==> config.mk <==
export PLATFORM = sky130hd
export DESIGN_NAME = gray_counter
export DESIGN_NICKNAME = d
export VERILOG_FILES = /design/src/rtl/gray_counter.sv
export SDC_FILE = /design/constraint.sdc
export NUM_CORES = 1
export LEC_CHECK = 0
export ABC_AREA = 1
export CORE_UTILIZATION = 49
export DETAILED_ROUTE_END_ITERATION = 16
export GPL_TIMING_DRIVEN = 0
export PLACE_DENSITY_LB_ADDON = 0.15
export SYNTH_ARGS = -nofsm -noshare
export SYNTH_HDL_FRONTEND = slang
export SYNTH_SLANG_ARGS = --single-unit
==> constraint.sdc <==
create_clock -name clk_i -period 1.81 [get_ports clk_i]
set_input_delay 0.181 -clock clk_i [delete_from_list [all_inputs] [get_ports clk_i]]
set_output_delay 0.181 -clock clk_i [all_outputs]
set_load 0.01 [all_outputs]
==> src/rtl/gray_counter.sv <==
// gray_counter: registered binary/Gray pointer counter; GRAY_COUNTER_CHK_EN adds chk_err_o self-check
module gray_counter #(
    parameter int width    = 8,
    parameter int init_val = 0
) (
    input  logic             clk_i,
    input  logic             rst_i,
    input  logic             clr_i,
    input  logic             load_i,
    input  logic [width-1:0] load_val_i,
    input  logic             en_i,
    input  logic             dir_i,
    output logic [width-1:0] B_o,
    output logic [width-1:0] G_o,
    output logic             wrap_o
`ifdef GRAY_COUNTER_CHK_EN
    ,
    output logic             chk_err_o
`endif
);
    localparam logic [width-1:0] INIT_B = init_val[width-1:0];
    localparam logic [width-1:0] INIT_G = INIT_B ^ (INIT_B >> 1);
    localparam logic [width-1:0] ONE    = 1;
    logic [width-1:0] r_b;
    logic [width-1:0] r_g;
    logic             r_wrap;
    logic [width-1:0] w_b_next;
    logic [width-1:0] w_g_next;
    logic             w_wrap_next;
    // Next binary count and wrap flag, priority clr > load > en > hold
    always_comb begin
        w_b_next    = r_b;
        w_wrap_next = 1'b0;
        if (clr_i) w_b_next = INIT_B;
        else if (load_i) w_b_next = load_val_i;
        else if (en_i) begin
            w_b_next    = dir_i ? r_b - ONE : r_b + ONE;
            w_wrap_next = dir_i ? (r_b == '0) : (&r_b);
        end
    end
    assign w_g_next = w_b_next ^ (w_b_next >> 1);
    // Binary and Gray registers load together so Gray never comes from combinational decode of B
    always_ff @(posedge clk_i or posedge rst_i) begin
        if (rst_i) begin
            r_b    <= INIT_B;
            r_g    <= INIT_G;
            r_wrap <= 1'b0;
        end else begin
            r_b    <= w_b_next;
            r_g    <= w_g_next;
            r_wrap <= w_wrap_next;
        end
    end
    assign B_o    = r_b;
    assign G_o    = r_g;
    assign wrap_o = r_wrap;
`ifdef GRAY_COUNTER_CHK_EN
    logic [width-1:0] r_g_prev;
    logic             r_step;
    logic             r_chk;
    logic             w_err;
    assign w_err = (r_g != (r_b ^ (r_b >> 1))) || (r_step && ($countones(r_g ^ r_g_prev) != 1));
    // Remember previous Gray value and whether the last update was a plain count step
    always_ff @(posedge clk_i or posedge rst_i) begin
        if (rst_i) begin
            r_g_prev <= INIT_G;
            r_step   <= 1'b0;
            r_chk    <= 1'b0;
        end else begin
            r_g_prev <= r_g;
            r_step   <= !clr_i && !load_i && en_i;
            r_chk    <= w_err;
        end
    end
    assign chk_err_o = r_chk;
`endif
endmodule

==> reports/metrics.cfg <==
[clock_tree]
clk_pin_slew_ns = 0.09
clk_latency_ns = 0.28
cts_root_buffer = clkbuf_4
clock_sinks = 16
cts_buffers = 3
hold_buffers = 0
cts_tree = built
ctsHtreeMaxLevel = 1
max-clock-path-buffers = 2

[setup_path]
cp.required_ns = 2.03
startpoint_type = flop
worst-setup-path-type = flop to flop
endpoint_kind = flop
cp.arrival_ns = 1.93
worstPathMaxFanout = 6

[timing]
whs_ns = 0.193
worst_clock_skew_ns = 0.00449
setup_viol = 0
relSlewSlack_pct = 58.6
timing.fmax_mhz = 586
finalHoldViolCount = 0
maxSlewViolCount = 0
rsz0062_at_grt = no
fin_crit_sh_pct = 94.2
period_needed_ns = 1.71
tightestPinTransition_ns = 0.621

[logic_synthesis]
synth_cell_type_count = 26
synthCells = 169
syn_area_per_cell_um2 = 7.34
synth_seq_cells = 16
yosys.area.top_type_share_pct = 32.3
synth_area_leaders = dfrtp_1 32%, nand2_1 15%, inv_1 8.2%
yosysSeqAreaShare_pct = 32.3
synth_edf_count = 0
synth_area_mm2 = 0.00124
yosysWarnings = 0
synth_top_area_cell = dfrtp_1
synth_nets = 190
ys_async_sr_fraction_pct = 100
yosys_most_used_dff = dfrtp_1

[floorplanning]
num_io_pins = 31
core_area_mm2 = 0.00230
die_y_um = 52.3
die_w_um = 52.3
fp-row-count = 17
start_util_pct = 54.0
dieArea_mm2 = 0.00274

[global_route]
grt_pass1_wl_um = 4750
antenna_found_initial = 0
grt_pass1_vias = 1119
grt_overflow = 0
grt_usage_pct = 23.8
grt_max_degree = 17

[cells_and_area]
fin_nets = 223
fin_cells = 228
syn_to_final_growth_pct = 30.2
final_area_mm2 = 0.00161
drive_above_1_share_pct = 16.0
antenna_cells = 0
post-route-util_pct = 70.3

[power_and_ir_drop]
leakage_nw = 0.816
ir_drop_v = 0.000587
p_int_mw = 0.679
netSwitchingFraction_pct = 35.1
p_per_area_mw_per_mm2 = 648
combPwrFrac_pct = 41.8
p_switching_mw = 0.367
pwr-share-seq_pct = 40.6
clkPwrFrac_pct = 17.6

[routing]
vias = 1186
ant_nets = 0
drc = 0
wl_per_cell_um = 12.4
vias_per_cell = 5.20
dr.pass1.iters = 4
wl_um = 2830
drt_iter0_drc = 15

[flow_run]
cap_violations = 0

[outcome]
status = finished clean

[place]
dp_hpwl_um = 2260
portBuffers = 28
dp.cells = 225
place_congestion = 0.825
placed_area_mm2 = 0.00156

[hold_path]
hold_path_class = input pin to flop

## placed cells by master, fill, tap and decap left out, drive strengths merged, types with 6 or more instances in the layout
cell,netlist,routed
nand2,52,52
inv,30,30
clkdlybuf4s50,0,27
nand3,17,17
dfrtp,16,16
a21oi,12,12
nor2,9,9
ha,6,6
o21ai,6,6
## flip-flops by register name, summed over array words and instances, names as in the netlist
| signal | flops |
|---|---|
| G_o | 7 |
| B_o | 8 |
| wrap_o | 1 |
## final cells by class
class                      count  area, um2
fill                         203        683
tap                           28       35.0
multi-input combinational    119        726
timing repair buffer          28        275
buffer                         4       41.3
sequential                    16        402
clock buffer                   3       22.5
inverter                      30        113
## path summary, 6_finish.rpt
kind	startpoint	to	slack [ns]	cells after the start
max in group asynchronous	rst_i	B_o[0]$_DFF_PP0_	1.11	2
max reg2reg	B_o[0]$_DFF_PP0_	G_o[5]$_DFF_PP0_	0.10	10
max	B_o[0]$_DFF_PP0_	G_o[5]$_DFF_PP0_	0.10	10
min reg2reg	B_o[1]$_DFF_PP0_	B_o[1]$_DFF_PP0_	0.73	2
min	en_i	wrap_o$_DFF_PP0_	0.19	3
min in group asynchronous	rst_i	G_o[1]$_DFF_PP0_	0.26	2
## per-stage QoR
step | TNS [ns] | power (mW) | setup slack [ns]
after floorplan | 0 | 0.691 | 0.197
after global placement | -3.48 | 0.839 | -0.361
after detailed placement | -4.16 | 0.856 | -0.437
after CTS | 0 | 1.04 | 0.0216
after global routing | 0 | 1.13 | 0.000331
final | 0 | 1.05 | 0.104
## synthesized netlist by cell type, types with 3 or more instances
library cell,instances
dfrtp_1,16
nand3_2,5
inv_2,3
nand2_1,50
nand4_1,4
nor2_1,7
xor2_1,4
a21oi_1,10
ha_1,6
inv_1,27
buf_6,3
nand3_1,12
## cell families after synthesis
group                      Yosys count  share of synthesized area [%]
xor gates and xnor gates             6                           4.24
adders and majority gates            7                           7.67
buffers and inverters               34                           12.4
and+or+nand+nor                     86                           32.6
DFF                                 16                           32.3
AOI/OAI and AO/OA                   20                           10.8
## critical path, stage by stage (launching register included)
cell     delay (ns)
dfrtp_2        0.46
fa_2           0.39
nand2_1        0.09
nand2_2        0.07
nand3_2        0.09
nand2_1        0.06
nand2_1        0.08
nand3_2        0.09
a21oi_2        0.18
nand2_1        0.07
nand2_1        0.07
## timing repair
| item | in CTS | in global routing |
|---|---|---|
| endpoints found under the setup margin | 8 | 4 |
| setup buffers | 0 | 0 |
| resized for setup | 1 | 7 |
## power groups by stage
stage | Sequential [mW] | Clock [mW] | Combinational (mW)
global placement | 0.428 | 0 | 0.411
finish | 0.424 | 0.184 | 0.437
CTS | 0.422 | 0.193 | 0.427
detailed placement | 0.430 | 0 | 0.426
floorplan | 0.443 | 0 | 0.248
global route | 0.429 | 0.209 | 0.491
## per-layer routing
| metal | GRT usage (%) | share of wire, % | vias up |
|---|---|---|---|
| li1 | - | - | 600 |
| met1 | 29.7 | 44 | 551 |
| met2 | 40.1 | 50 | 27 |
| met3 | 6.09 | 3.8 | 8 |
| met4 | 6.58 | 2.6 | 0 |
| met5 | 0 | 0 | - |
Power figures use the tool's default switching activity.
==> variant 1, RTL diff (config.mk and constraints unchanged) <==
Put one more register stage on the output `G_o`. The value now appears one clock later. The other outputs are not delayed to match.
--- a/src/rtl/gray_counter.sv
+++ b/src/rtl/gray_counter.sv
@@ -54,3 +54,5 @@
     assign B_o    = r_b;
-    assign G_o    = r_g;
+    always_ff @(posedge clk_i) begin
+        G_o <= r_g;
+    end
     assign wrap_o = r_wrap;
Function: changed (a bounded check fails within 4 cycles, from zero or initial values and one cycle with rst_i high).
==> variant 1 against the unedited design <==
- critical path depth unchanged
- first-iteration DRC count increased by 60%
- sequential cell count increased by 8
- setup slack improved by 0.013 ns
- final area increased by 12%
- synthesized area increased by 13%
- critical path type unchanged
- routed wire length increased by 2.0%
- largest cell class unchanged
- synthesized cell count increased by 4.7%
- utilization decreased by 3.9 points
- total power increased by 25%
==> variant 1: results (changes against the unedited design) <==
Post-synthesis cell type count -> 27 (was 26)
Area after DPL -> 1720 um^2 (was 1560 um^2)
WL/cell -> 11.9 um (was 12.4 um)
Crit path DAT -> 1.94 ns
Worst hold-check path type -> input pin to flip-flop (unchanged)
Worst Clk Skew -> 0.00670 ns (was 0.00449 ns)
RePlAce Congestion -> 0.850 (was 0.825)
Asr flop ratio synth -> 66.7% (was 100%)
Met3 routed wirelength -> 89 um (was 108 um)
Layout cells sized above 1 -> 18.0% (was 16.0%)
Via count -> 1222 (was 1186)
Met2 wire len -> 1.51 mm (was 1.41 mm)
Clock slew at reported path FFs -> 0.12 ns (was 0.09 ns)
VDD IR max -> 0.000832 V (was 0.000587 V)
Fillcell total -> 243 (was 203)
Initial detailed-routing violation count -> 24 (was 15)
First-pass GRT wire length -> 4.93 mm (was 4.75 mm)
GRT met1 Usage -> 26.9% (was 29.7%)
Syn nets -> 198 (was 190)
Highest metal used -> met4 (unchanged)
Later-pin clock latency in the skew report -> 0.30 ns (was 0.28 ns)
Register area share after synthesis -> 40.0% (was 32.3%)
Drt pass-1 iters -> 7 (was 4)
Tot GR Track Use -> 20.5% (was 23.8%)
Post-Syn Area per Cell -> 7.91 um^2 (was 7.34 um^2)
Layout Nets -> 233 (was 223)
M1 wire length -> 1.27 mm (was 1.24 mm)
Max H-tree Level -> 1 (unchanged)
Dpl ws -> -0.449 ns (was -0.437 ns)
Leakage power -> 0.891 nW (was 0.816 nW)
HPWL Detailed -> 2.24 mm (was 2.26 mm)
Largest net degree at the start of global routing -> 17 (unchanged)
Slew headroom -> 59.0% (was 58.6%)
Total wire length -> 2.88 mm (was 2.83 mm)
Vias in the first global route -> 1081 (was 1119)
DP Cell Count -> 236 (was 225)
Status -> finished clean (unchanged)
Met3 Resource Use GR -> 4.68% (was 6.09%)
Top cells by area, synth -> dfrtp_1 (29%), nand2_1 (13%), dfxtp_1 (11%) (was dfrtp_1 (32%), nand2_1 (15%), inv_1 (8.2%))
Routing usage on met2 -> 35.1% (was 40.1%)
-- variant 1: cell count changes after synthesis --
cell     before  now
dfxtp_1       0    8
-- variant 1: final timing paths --
kind,from,endpoint,slack [ns],cells past startpoint
max in group asynchronous,rst_i,B_o[5],1.14,2
worst min register to register,r_g[4],G_o[4],0.35,0
min in group asynchronous,rst_i,r_g[3],0.24,2
worst max-delay path,B_o[1],r_g[6],0.12,10
worst max register to register,B_o[1],r_g[6],0.12,10
worst min-delay path,en_i,wrap_o,0.16,3
-- variant 1: power by group --
part | leakage (nW) | total (mW) | internal (mW) | switching [mW]
sequential | 0.268 | 0.630 | 0.596 | 0.0341
combinational | 0.609 | 0.451 | 0.217 | 0.234
clock | 0.0150 | 0.228 | 0.0858 | 0.142
total | 0.891 | 1.31 | 0.899 | 0.410
-- variant 1: cells by family (layout without fill, tap and decap cells) --
kind of cell	Yosys count	count (layout)	share of synthesized area (%)
AND/OR/NAND/NOR	86	86	28.9
adder cells (fa/ha/maj)	7	7	6.79
flip-flops	24	24	40.0
AO/OA/AOI/OAI	20	20	9.56
XOR/XNOR	6	6	3.75
buffers and inverters	34	68	11.0
-- variant 1: timing repair --
| item | in CTS | in global routing |
|---|---|---|
| hold buffers | 0 | 0 |
| pin swaps | 0 | 4 |
| setup endpoints to repair | 7 | 5 |
| setup buffers | 0 | 2 |
| gates resized for setup | 1 | 11 |
-- variant 1: worst min-delay path, stage by stage --
cell	delay, ns
buf_6	0.12
nand4_1	0.09
nor2_1	0.04
-- variant 1: cell type report --
class                           instances  area (um^2)  share of cell area (%)
Inverter                               30          113                    6.21
Multi-Input combinational cell        119          741                    40.8
Timing Repair Buffer                   30          290                    16.0
Sequential cell                        24          564                    31.1
Clock buffer                            4         26.3                    1.45
Buffer                                  4         41.3                    2.28
Tap cell                               31         38.8                    2.14
==> variant 2, RTL diff (same flow settings) <==
Without the edit above. Change the parameter `width` from 8 to 12.
--- a/src/rtl/gray_counter.sv
+++ b/src/rtl/gray_counter.sv
@@ -2,3 +2,3 @@
 module gray_counter #(
-    parameter int width    = 8,
+    parameter int width    = 12,
     parameter int init_val = 0
Ports: changed (resized B_o, G_o and load_val_i); port bits go from 31 to 43. The function was not compared with the original's and may differ.
==> variant 2 against the unedited design <==
- the flow now finishes with violations (negative setup slack)
- routed wire length up 85%
- worst hold slack better by 0.21 ns
- via count up 67%
- maximum frequency down 8.1%
- final area up 69%
- final cell count up 61%
- sequential cell count up 8
- first-iteration DRC count rose to 12 times the old value
- setup slack worse by 0.15 ns
- total power up 74%
- synthesized area up 46%
- sequential power up 53%
==> variant 2: results (changes against the unedited design) <==
GRT met1 Usage -> 30.3% (was 29.7%)
Later-pin clock latency in the skew report -> 0.26 ns (was 0.28 ns)
Number of flip-flops in the largest register -> 12 (was 8)
Layout Nets -> 351 (was 223)
Worst hold-check path type -> input pin to async pin (was input pin to flip-flop)
Dpl ws -> -0.757 ns (was -0.437 ns)
Initial detailed-routing violation count -> 174 (was 15)
RePlAce Congestion -> 0.860 (was 0.825)
M1 wire length -> 2.06 mm (was 1.24 mm)
Largest net degree at the start of global routing -> 25 (was 17)
Leakage power -> 1.30 nW (was 0.816 nW)
Slew headroom -> 41.5% (was 58.6%)
Post-synthesis cell type count -> 32 (was 26)
Crit path capture -> G_o[7] (was G_o[5])
Routing usage on met2 -> 49.0% (was 40.1%)
Top cells by area, synth -> dfrtp_1 (33%), nand2_1 (19%), ha_1 (6.9%) (was dfrtp_1 (32%), nand2_1 (15%), inv_1 (8.2%))
CTS Root Cell -> clkbuf_8 (was clkbuf_4)
Met3 routed wirelength -> 309 um (was 108 um)
Via count -> 1986 (was 1186)
Clk pwr share -> 19.7% (was 17.6%)
Status -> finished, violations left (was finished clean)
Met3 Resource Use GR -> 4.38% (was 6.09%)
Vias in the first global route -> 1890 (was 1119)
Port-buffer cells -> 42 (was 28)
Reg2Reg Capture Point -> G_o[7] (was G_o[5])
List of most frequent post-synthesis cells -> nand2_1 (91), inv_1 (31), dfrtp_1 (24), nand3_1 (20), a21oi_1 (15) (was nand2_1 (50), inv_1 (27), dfrtp_1 (16), nand3_1 (12), a21oi_1 (10))
HPWL Detailed -> 3.53 mm (was 2.26 mm)
Int Pwr -> 1.18 mW (was 679 uW)
Hold Slack -> 0.404 ns (was 0.193 ns)
Fillcell total -> 243 (was 203)
First-pass GRT wire length -> 8.14 mm (was 4.75 mm)
Synth Area in Adders -> 8.04% (was 7.67%)
Worst setup margin -> -0.0470 ns (was 0.104 ns)
Final count of negative-setup-slack endpoints -> 2 (was 0)
Crit path DAT -> 2.02 ns (was 1.93 ns)
Drt via density -> 5.41 (was 5.20)
Layout cells sized above 1 -> 28.3% (was 16.0%)
Tot GR Track Use -> 26.2% (was 23.8%)
Failing checks -> negative setup slack
VDD IR max -> 0.000458 V (was 0.000587 V)
## variant 2: critical path: cells and delay by family (launching register included)
kind,cells,cell delay (ns)
AOI/OAI and AO/OA,1,0.20
and+or+nand+nor,8,0.71
adders and majority gates,1,0.39
DFF,1,0.47
## variant 2: through the flow
stage               util [%]  instance area, um^2  TNS, ns  power, mW
floorplan                  -                 1810        0       1.03
global placement        66.3                 2280   -12.90       1.26
detailed placement      66.3                 2280   -14.11       1.28
CTS                     71.4                 2460        0       1.68
global route            79.2                 2730   -0.754       1.93
finish                  79.2                 2730  -0.0915       1.82
## variant 2: layout make-up
cell class	instances	share of cell area, %
Sequential cell	24	22.4
Inverter	34	4.68
Buffer	6	1.10
Multi-Input combinational cell	197	48.5
Timing Repair Buffer	56	19.2
Clock buffer	4	2.02
Tap cell	46	2.11
## variant 2: what timing repair did
item,CTS,global route
resized for setup,20,45
pin swaps,1,25
endpoints found under the setup margin,22,14
buffers inserted,3,11
gates cloned,0,0
